===== src/rtl/matmul_mem_pkg.sv =====
// Shared memory map and state/selection types for the matmul RAM read and write-back paths.
`ifndef MATMUL_MEM_DEFS
`define MATMUL_MEM_DEFS
`define WEIGHT_MAT_BASE_ADDR 32'h0000_1000
`define INPUT_MAT_BASE_ADDR  32'h0000_2000
`define OUTPUT_MAT_BASE_ADDR 32'h0000_3000
`define MEM_ADDR_INCR        32'd8
`define MEM_PORT_WIDTH       64
`endif

package matmul_mem_pkg;

  typedef enum logic [1:0] {
    IDLE,
    ISSUE,
    WAIT,
    DONE
  } ld_state_t;

  typedef enum logic {
    WEIGHT,
    INPUT
  } mat_sel_t;

endpackage


===== src/rtl/matmul_input_loader.sv =====
// Loads the weight then input matrix from RAM one row per access and presents
// both as flat buses; load_done pulses once both are captured.
module matmul_input_loader
  import matmul_mem_pkg::*;
#(
  parameter int ROWS               = 4,
  parameter int COLS               = 4,
  parameter int WORD_SIZE          = 16,
  parameter int MEM_ACCESS_LATENCY = 2
) (
  input  logic                            clk,
  input  logic                            rst,
  input  logic                            start,
  input  logic                            fsm_rdy,
  input  logic                            stall,
  output logic [31:0]                     mem_addr,
  output logic                            mem_rd_en,
  input  logic [COLS*WORD_SIZE-1:0]       mem_rd_data,
  output logic                            load_rdy,
  output logic                            load_done,
  output logic [ROWS*COLS*WORD_SIZE-1:0]  weight_mat,
  output logic [ROWS*COLS*WORD_SIZE-1:0]  input_mat
);

  localparam int ROW_W  = COLS * WORD_SIZE;
  localparam int RIDX_W = (ROWS > 1) ? $clog2(ROWS) : 1;
  localparam int DLY_W  = $clog2(MEM_ACCESS_LATENCY + 1);

  ld_state_t           state_q, state_d;
  mat_sel_t            sel_q, sel_d;
  logic [RIDX_W-1:0]   row_idx_q, row_idx_d;
  logic [DLY_W-1:0]    delay_q, delay_d;
  logic [31:0]         addr_d;
  logic                rd_en_d;
  logic                done_d;
  logic                capture;

  always_ff @(posedge clk) begin
    if (rst) begin
      state_q   <= IDLE;
      sel_q     <= WEIGHT;
      row_idx_q <= '0;
      delay_q   <= '0;
      mem_addr  <= '0;
      mem_rd_en <= 1'b0;
      load_done <= 1'b0;
    end else begin
      state_q   <= state_d;
      sel_q     <= sel_d;
      row_idx_q <= row_idx_d;
      delay_q   <= delay_d;
      mem_addr  <= addr_d;
      mem_rd_en <= rd_en_d;
      load_done <= done_d;
    end
  end

  always_comb begin
    state_d   = state_q;
    sel_d     = sel_q;
    row_idx_d = row_idx_q;
    delay_d   = delay_q;
    addr_d    = mem_addr;
    rd_en_d   = 1'b0;
    done_d    = 1'b0;
    capture   = 1'b0;
    case (state_q)
      IDLE: begin
        if (start && fsm_rdy) begin
          row_idx_d = '0;
          sel_d     = WEIGHT;
          state_d   = ISSUE;
        end
      end
      ISSUE: begin
        if (!stall) begin
          addr_d  = ((sel_q == WEIGHT) ? `WEIGHT_MAT_BASE_ADDR : `INPUT_MAT_BASE_ADDR)
                    + 32'(row_idx_q) * `MEM_ADDR_INCR;
          rd_en_d = 1'b1;
          delay_d = DLY_W'(MEM_ACCESS_LATENCY - 1);
          state_d = WAIT;
        end
      end
      // RAM latency is fixed, so WAIT counts down regardless of stall
      WAIT: begin
        if (delay_q == '0) begin
          capture = 1'b1;
          if (row_idx_q != RIDX_W'(ROWS - 1)) begin
            row_idx_d = row_idx_q + RIDX_W'(1);
            state_d   = ISSUE;
          end else if (sel_q == WEIGHT) begin
            sel_d     = INPUT;
            row_idx_d = '0;
            state_d   = ISSUE;
          end else begin
            state_d = DONE;
          end
        end else begin
          delay_d = delay_q - DLY_W'(1);
        end
      end
      DONE: begin
        done_d  = 1'b1;
        state_d = IDLE;
      end
      default: state_d = IDLE;
    endcase
  end

  assign load_rdy = (state_q == IDLE);

  for (genvar r = 0; r < ROWS; r++) begin : g_row
    logic [ROW_W-1:0] w_row, i_row;

    always_ff @(posedge clk) begin
      if (rst) begin
        w_row <= '0;
        i_row <= '0;
      end else if (capture && (row_idx_q == RIDX_W'(r))) begin
        if (sel_q == WEIGHT) w_row <= mem_rd_data;
        else                 i_row <= mem_rd_data;
      end
    end

    assign weight_mat[r*ROW_W +: ROW_W] = w_row;
    assign input_mat[r*ROW_W +: ROW_W]  = i_row;
  end

endmodule

===== config.mk =====
export PLATFORM = sky130hd
export DESIGN_NAME = matmul_input_loader
export DESIGN_NICKNAME = d
export VERILOG_FILES = /design/src/rtl/matmul_mem_pkg.sv /design/src/rtl/matmul_input_loader.sv
export SDC_FILE = /design/constraint.sdc
export NUM_CORES = 1
export LEC_CHECK = 0
export ABC_AREA = 1
export CAP_MARGIN = 20
export CORE_ASPECT_RATIO = 1.4
export CORE_MARGIN = 1.5
export CORE_UTILIZATION = 30
export CTS_BUF_LIST = sky130_fd_sc_hd__clkbuf_8 sky130_fd_sc_hd__clkbuf_16
export DETAILED_ROUTE_END_ITERATION = 10
export SETUP_SLACK_MARGIN = 0.1
export SLEW_MARGIN = 20
export SYNTH_ARGS = -nofsm -noshare
export SYNTH_HDL_FRONTEND = slang
export SYNTH_SLANG_ARGS = --single-unit

===== constraint.sdc =====
create_clock -name clk -period 1.43 [get_ports clk]
set_input_delay 0.286 -clock clk [delete_from_list [all_inputs] [get_ports clk]]
set_output_delay 0.286 -clock clk [all_outputs]
set_load 0.01 [all_outputs]

### Word-level counts from Yosys, hierarchy flattened

Index checks and enable logic that the tools add are counted.

| storage, ports and cells | value |
|---|---|
| register bits | 553 |
| input bits | 69 |
| output and inout bits | 547 |
| logic and storage cells | 81 |

| operators by class | value |
|---|---|
| reductions and logical operators | 24 |
| muxes and demuxes | 23 |
| $add $sub $neg | 3 |
| bitwise gates (word level) | 3 |
| equality and inequality tests | 13 |

Operators by type and width:

| cell | number |
|---|---|
| $mux W2 | 11 |
| $reduce_and A2 Y1 | 9 |
| $add A14 B5 Y15 | 1 |
| $mux W14 | 1 |
| $ne A2 B2 Y1 const B | 5 |
| $eq A2 B2 Y1 const B | 4 |
| $pmux W2 S2 | 2 |
| $pmux W2 S4 | 1 |
| $reduce_and A4 Y1 | 2 |
| $mux W1 | 7 |
| $logic_not A2 Y1 | 3 |
| $reduce_and A3 Y1 | 2 |
| $logic_and A1 B1 Y1 | 5 |
| $eq A2 B1 Y1 const B | 2 |
| $reduce_bool A2 Y1 | 2 |
| $ne A3 B3 Y1 const B | 1 |
| $not A1 Y1 | 3 |
| $add A2 B1 Y2 const B | 1 |
| $ne A2 B1 Y1 const B | 1 |
| $pmux W1 S2 | 1 |
| $reduce_or A2 Y1 | 1 |
| $sub A2 B1 Y2 const B | 1 |

### Depth between registers and ports, before layout

| logic depth | value |
|---|---|
| depth in word-level cells | 5 |
| depth in mapped cells | 11 |
| gate-level depth less buffers | 9 |

### Least setup slack after synthesis

OpenSTA, ideal clock, no wires.

| path | value |
|---|---|
| kind | register to register |
| from | register delay_q[0] |
| to | register g_row[0].w_row[0] |
| arrival time | 1.345 ns |
| path slack | -0.028 ns |
| library setup time | 0.113 ns |
| path buffers | 2 |
| data required time | 1.317 ns |
| stages on the path, launching flop included | 12 |
| clock period less this slack | 1.458 ns |
| cells stage by stage | dfxtp_1 inv_1 ha_1 inv_1 nor2_4 nand2_2 nor2_1 buf_2 buf_2 nand2_1 nand2_1 nor2_1 |

| on the way | value |
|---|---|
| longest elaborated chain between the ends | 5 |

Ends and longest elaborated chain:

| element | line | source |
|---|---|---|
| start, declared | matmul_input_loader.sv:32 | `logic [DLY_W-1:0] delay_q, delay_d;` |
| start signal, assigned | matmul_input_loader.sv:51 | `delay_q <= delay_d;` |
| $logic_not A2 Y1 | matmul_input_loader.sv:86 | `if (delay_q == '0) begin` |
| $mux W1 | matmul_input_loader.sv:86 |  |
| $mux W1 | matmul_input_loader.sv:67 | `case (state_q)` |
| $logic_and A1 B1 Y1 | matmul_input_loader.sv:119 | `end else if (capture && (row_idx_q == RIDX_W'(r))) begin` |
| $reduce_and A2 Y1 (no source line) | -- |  |
| end signal, assigned | matmul_input_loader.sv:120 | `if (sel_q == WEIGHT) w_row <= mem_rd_data;` |
| end, declared | matmul_input_loader.sv:113 | `logic [ROW_W-1:0] w_row, i_row;` |

Every way passes these cells.
A chain may end at the register's enable or synchronous reset.

### Final worst setup path

| path | value |
|---|---|
| from | register delay_q[1] |
| to | register g_row[3].w_row[6] |

| on the way | value |
|---|---|
| longest elaborated chain between the ends | 5 |

Ends and longest elaborated chain:

| element | line |
|---|---|
| $logic_not A2 Y1 | matmul_input_loader.sv:86 |
| $mux W1 | matmul_input_loader.sv:86 |
| $mux W1 | matmul_input_loader.sv:67 |
| $logic_and A1 B1 Y1 | matmul_input_loader.sv:119 |
| $reduce_and A2 Y1 (no source line) | -- |
| end signal, assigned | matmul_input_loader.sv:120 |
| end, declared | matmul_input_loader.sv:113 |

Every way passes these cells.

==> results.json <==
{
  "htree_levels": 2,
  "ioPinCount": 616,
  "finalSetupTns_ns": -96.39,
  "synth_enable_flop_cells": 0,
  "cp-start-kind": "flip-flop",
  "synthXorXnorAreaFrac_pct": 0,
  "cts.sinks": 525,
  "setup_violations": 522,
  "cp_data_arrival_time_ns": 2.19,
  "grt_pass1_vias": 18222,
  "syn_area_per_cell_um2": 7.321,
  "synth_compound_area_share_pct": 8.861,
  "synthCells": 2602,
  "place_area_mm2": 0.02715,
  "drt-initial-drc-count": 1147,
  "synth_top_cell_area_share_pct": 55.18,
  "cts_tree": "done",
  "dp_hpwl_um": 51600,
  "fin_nets": 3421,
  "finalHoldViolCount": 0,
  "fin_crit_ns": 1.714,
  "dp.cells": 4031,
  "violations": "setup timing",
  "layout-drive-gt1-share_pct": 46.07,
  "synth_largest_area_cell": "dfxtp_1",
  "synth-simple-area-share_pct": 28.77,
  "hold_class": "primary input to flip-flop",
  "track_usage_pct": 23.07,
  "irDropWorstVdd_mv": 1.555,
  "leakage_nw": 14.23,
  "dr.pass1.iters": 5,
  "netlist_top_cells_area": "dfxtp_1 55%, nor2_1 18%, nand2_1 10%",
  "maxCapViolations": 0,
  "grt_max_degree": 61,
  "antenna_found_initial": 2,
  "crit_required_ns": 1.91,
  "drt-vias-per-instance": 4.643,
  "synth_adder_area_share_pct": 0.3941,
  "stdcell_count": 4220,
  "gr-total-overflow": 0,
  "synthFlopType": "dfxtp_1",
  "period_share_pct": 119.9,
  "vias": 19594,
  "max_freq_ghz": 0.5834,
  "start_util_pct": 30.23,
  "fin_skew_ns": 0.01918,
  "grt_pass1_wl_um": 113300,
  "clkLatencyLatePin_ns": 0.60,
  "powerDensity_mw_per_mm2": 948.5,
  "num_rows": 109,
  "syn_to_final_growth_pct": 71.83,
  "r2r_cells": 12,
  "netlist_top_cells_count": "910 x nor2_1, 526 x nand2_1, 525 x dfxtp_1",
  "root_buffer": "clkbuf_16",
  "die_y_um": 301.1,
  "die_area_mm2": 0.06504,
  "place.gp.congestion": 0.8341,
  "ys_seq_elements": 525,
  "drtAntennaViolNets": 0,
  "synth.most_common_cell": "nor2_1",
  "antenna_cells": 0,
  "holdPathStages": 3,
  "cts_buffers": 53,
  "rsz0062_at_grt": "yes",
  "wl_um": 85140,
  "hold_buffers": 0,
  "wl_per_cell_um": 20.18,
  "synth_area_mm2": 0.01905,
  "synth_top_family_by_area": "simple AND/OR/NAND/NOR gates",
  "slew_viol_final": 0,
  "synth_cell_types": 20,
  "port-buffer-count": 587,
  "final_area_mm2": 0.03273,
  "synth_mux_area_share_pct": 0,
  "worstSetupEndpointType": "flip-flop",
  "worstSetupPathType": "flip-flop to flip-flop",
  "yosysWarnings": 0,
  "cp_max_fo": 7,
  "fin_ws_ns": -0.2839,
  "outcome": "finished with violations",
  "die_x_um": 216.0,
  "core_area_mm2": 0.06301,
  "ys_seq_area_share_pct": 55.18,
  "drc": 0,
  "clkTransAtPathRegs_ns": 0.07,
  "synthArstFlopShare_pct": 0,
  "cts_buffer_depth": 3
}
-- worst paths after layout --
| path | from | slack, ns | to |
|---|---|---|---|
| min reg2reg | mem_addr[13]$_SDFFE_PP0P_ | 0.47 | mem_addr[13]$_SDFFE_PP0P_ |
| max reg2reg | delay_q[1]$_SDFFE_PP0P_ | -0.28 | g_row[3].w_row[6]$_SDFFE_PP0P_ |
| max | delay_q[1]$_SDFFE_PP0P_ | -0.28 | g_row[3].w_row[6]$_SDFFE_PP0P_ |
| min | mem_rd_data[61] | 0.38 | g_row[1].i_row[61]$_SDFFE_PP0P_ |
-- stage by stage --
step | setup slack (ns) | hold WS (ns) | utilization [%] | power, W
floorplan | 0.05155 | 0.3477 | - | 0.01599
global placement | -0.2751 | 0.4544 | 43.09 | 0.01699
detailed placement | -0.2901 | 0.4545 | 43.09 | 0.01700
CTS | -0.2336 | 0.3496 | 49.80 | 0.03121
global route | -0.3782 | 0.4046 | 51.95 | 0.03204
finish | -0.2839 | 0.3841 | 51.95 | 0.03105
-- area by class of cell --
type | count | area [um2]
clock buffer | 70 | 1560
sequential | 525 | 11160
timing repair inverter | 1 | 16.27
tap | 832 | 1041
clock inverter | 27 | 190.2
fill | 5924 | 30280
multi-input combinational | 1823 | 7985
inverter | 86 | 370.4
timing repair buffer | 856 | 10410
-- critical path: stages, from the launching register on --
cell and delay, ns:
dfxtp_2 0.32, inv_2 0.06, ha_4 0.12, inv_2 0.04
nor2_4 0.13, nand2_4 0.12, nor2_4 0.14, buf_12 0.16
buf_16 0.17, clkbuf_16 0.18, nand2_1 0.05, nand2_1 0.06
nor2_1 0.04
-- per-layer routing --
| layer | part of all wire [%] | GRT usage [%] | vias up |
|---|---|---|---|
| met5 | 0.032 | 0 | - |
| met4 | 5.2 | 11.97 | 4 |
| met3 | 6.6 | 5.880 | 206 |
| met2 | 51 | 41.89 | 736 |
| met1 | 38 | 24.52 | 9167 |
| li1 | - | - | 9481 |
-- cell usage in the layout (no fill, tap or decap), types with 2 or more instances in the layout --
cell type        netlist  layout
ha_1                   6       2
nand2_4                0      22
inv_1                 81      93
dfxtp_1              525       8
bufbuf_16              0       3
clkbuf_8               0      17
inv_8                  0       3
bufinv_16              0       2
nand2_2                2      61
clkdlybuf4s15_2        0       2
inv_6                  0       2
nor2_4                 1       7
nand2_1              526     445
buf_4                 44     134
a21oi_2                0      15
clkdlybuf4s50_1        0      68
nor2_2                 1      34
nor2_1               910     871
ha_2                   0       3
dfxtp_2                0     516
o21ai_0              263     211
clkbuf_16              0      74
buf_6                  0     526
conb_1                 1      28
inv_2                  4       4
nand3_4                0       3
buf_16                 0      31
nand3_1               10       7
buf_12                 0      54
o21ai_1                0      33
buf_8                  0      13
clkinv_2               0       6
o21ai_2                0      19
buf_2                 57       3
a21oi_1               73      58
-- repair_timing --
item                                    4_1_cts  5_1_grt
pin swaps                                     4       21
endpoints found under the setup margin     1038     1042
gates resized for setup                    3331      220
gates cloned                                 22       27
buffers inserted                             32       11
-- cell families after synthesis --
kind of cell / count (synthesis)
compound gates: 337
fa+ha+maj: 6
buf+inv: 281
flops: 525
other cells: 1
simple gates: 1452
-- state kept, by name (all words and copies together) (netlist names) --
register / cells
g_row.i_row: 256
row_idx_q: 2
sel_q: 1
mem_rd_en: 1
mem_addr: 4
load_done: 1
state_q: 2
delay_q: 2
g_row.w_row: 256
-- where the power goes --
part / switching, W / internal, W / total (W)
Combinational: 0.00125 / 0.000912 / 0.00216
Sequential: 0.0000692 / 0.0147 / 0.0148
Clock: 0.00610 / 0.00800 / 0.0141
Total: 0.00742 / 0.0236 / 0.0310
No activity file was read; power rests on OpenSTA's default activity.
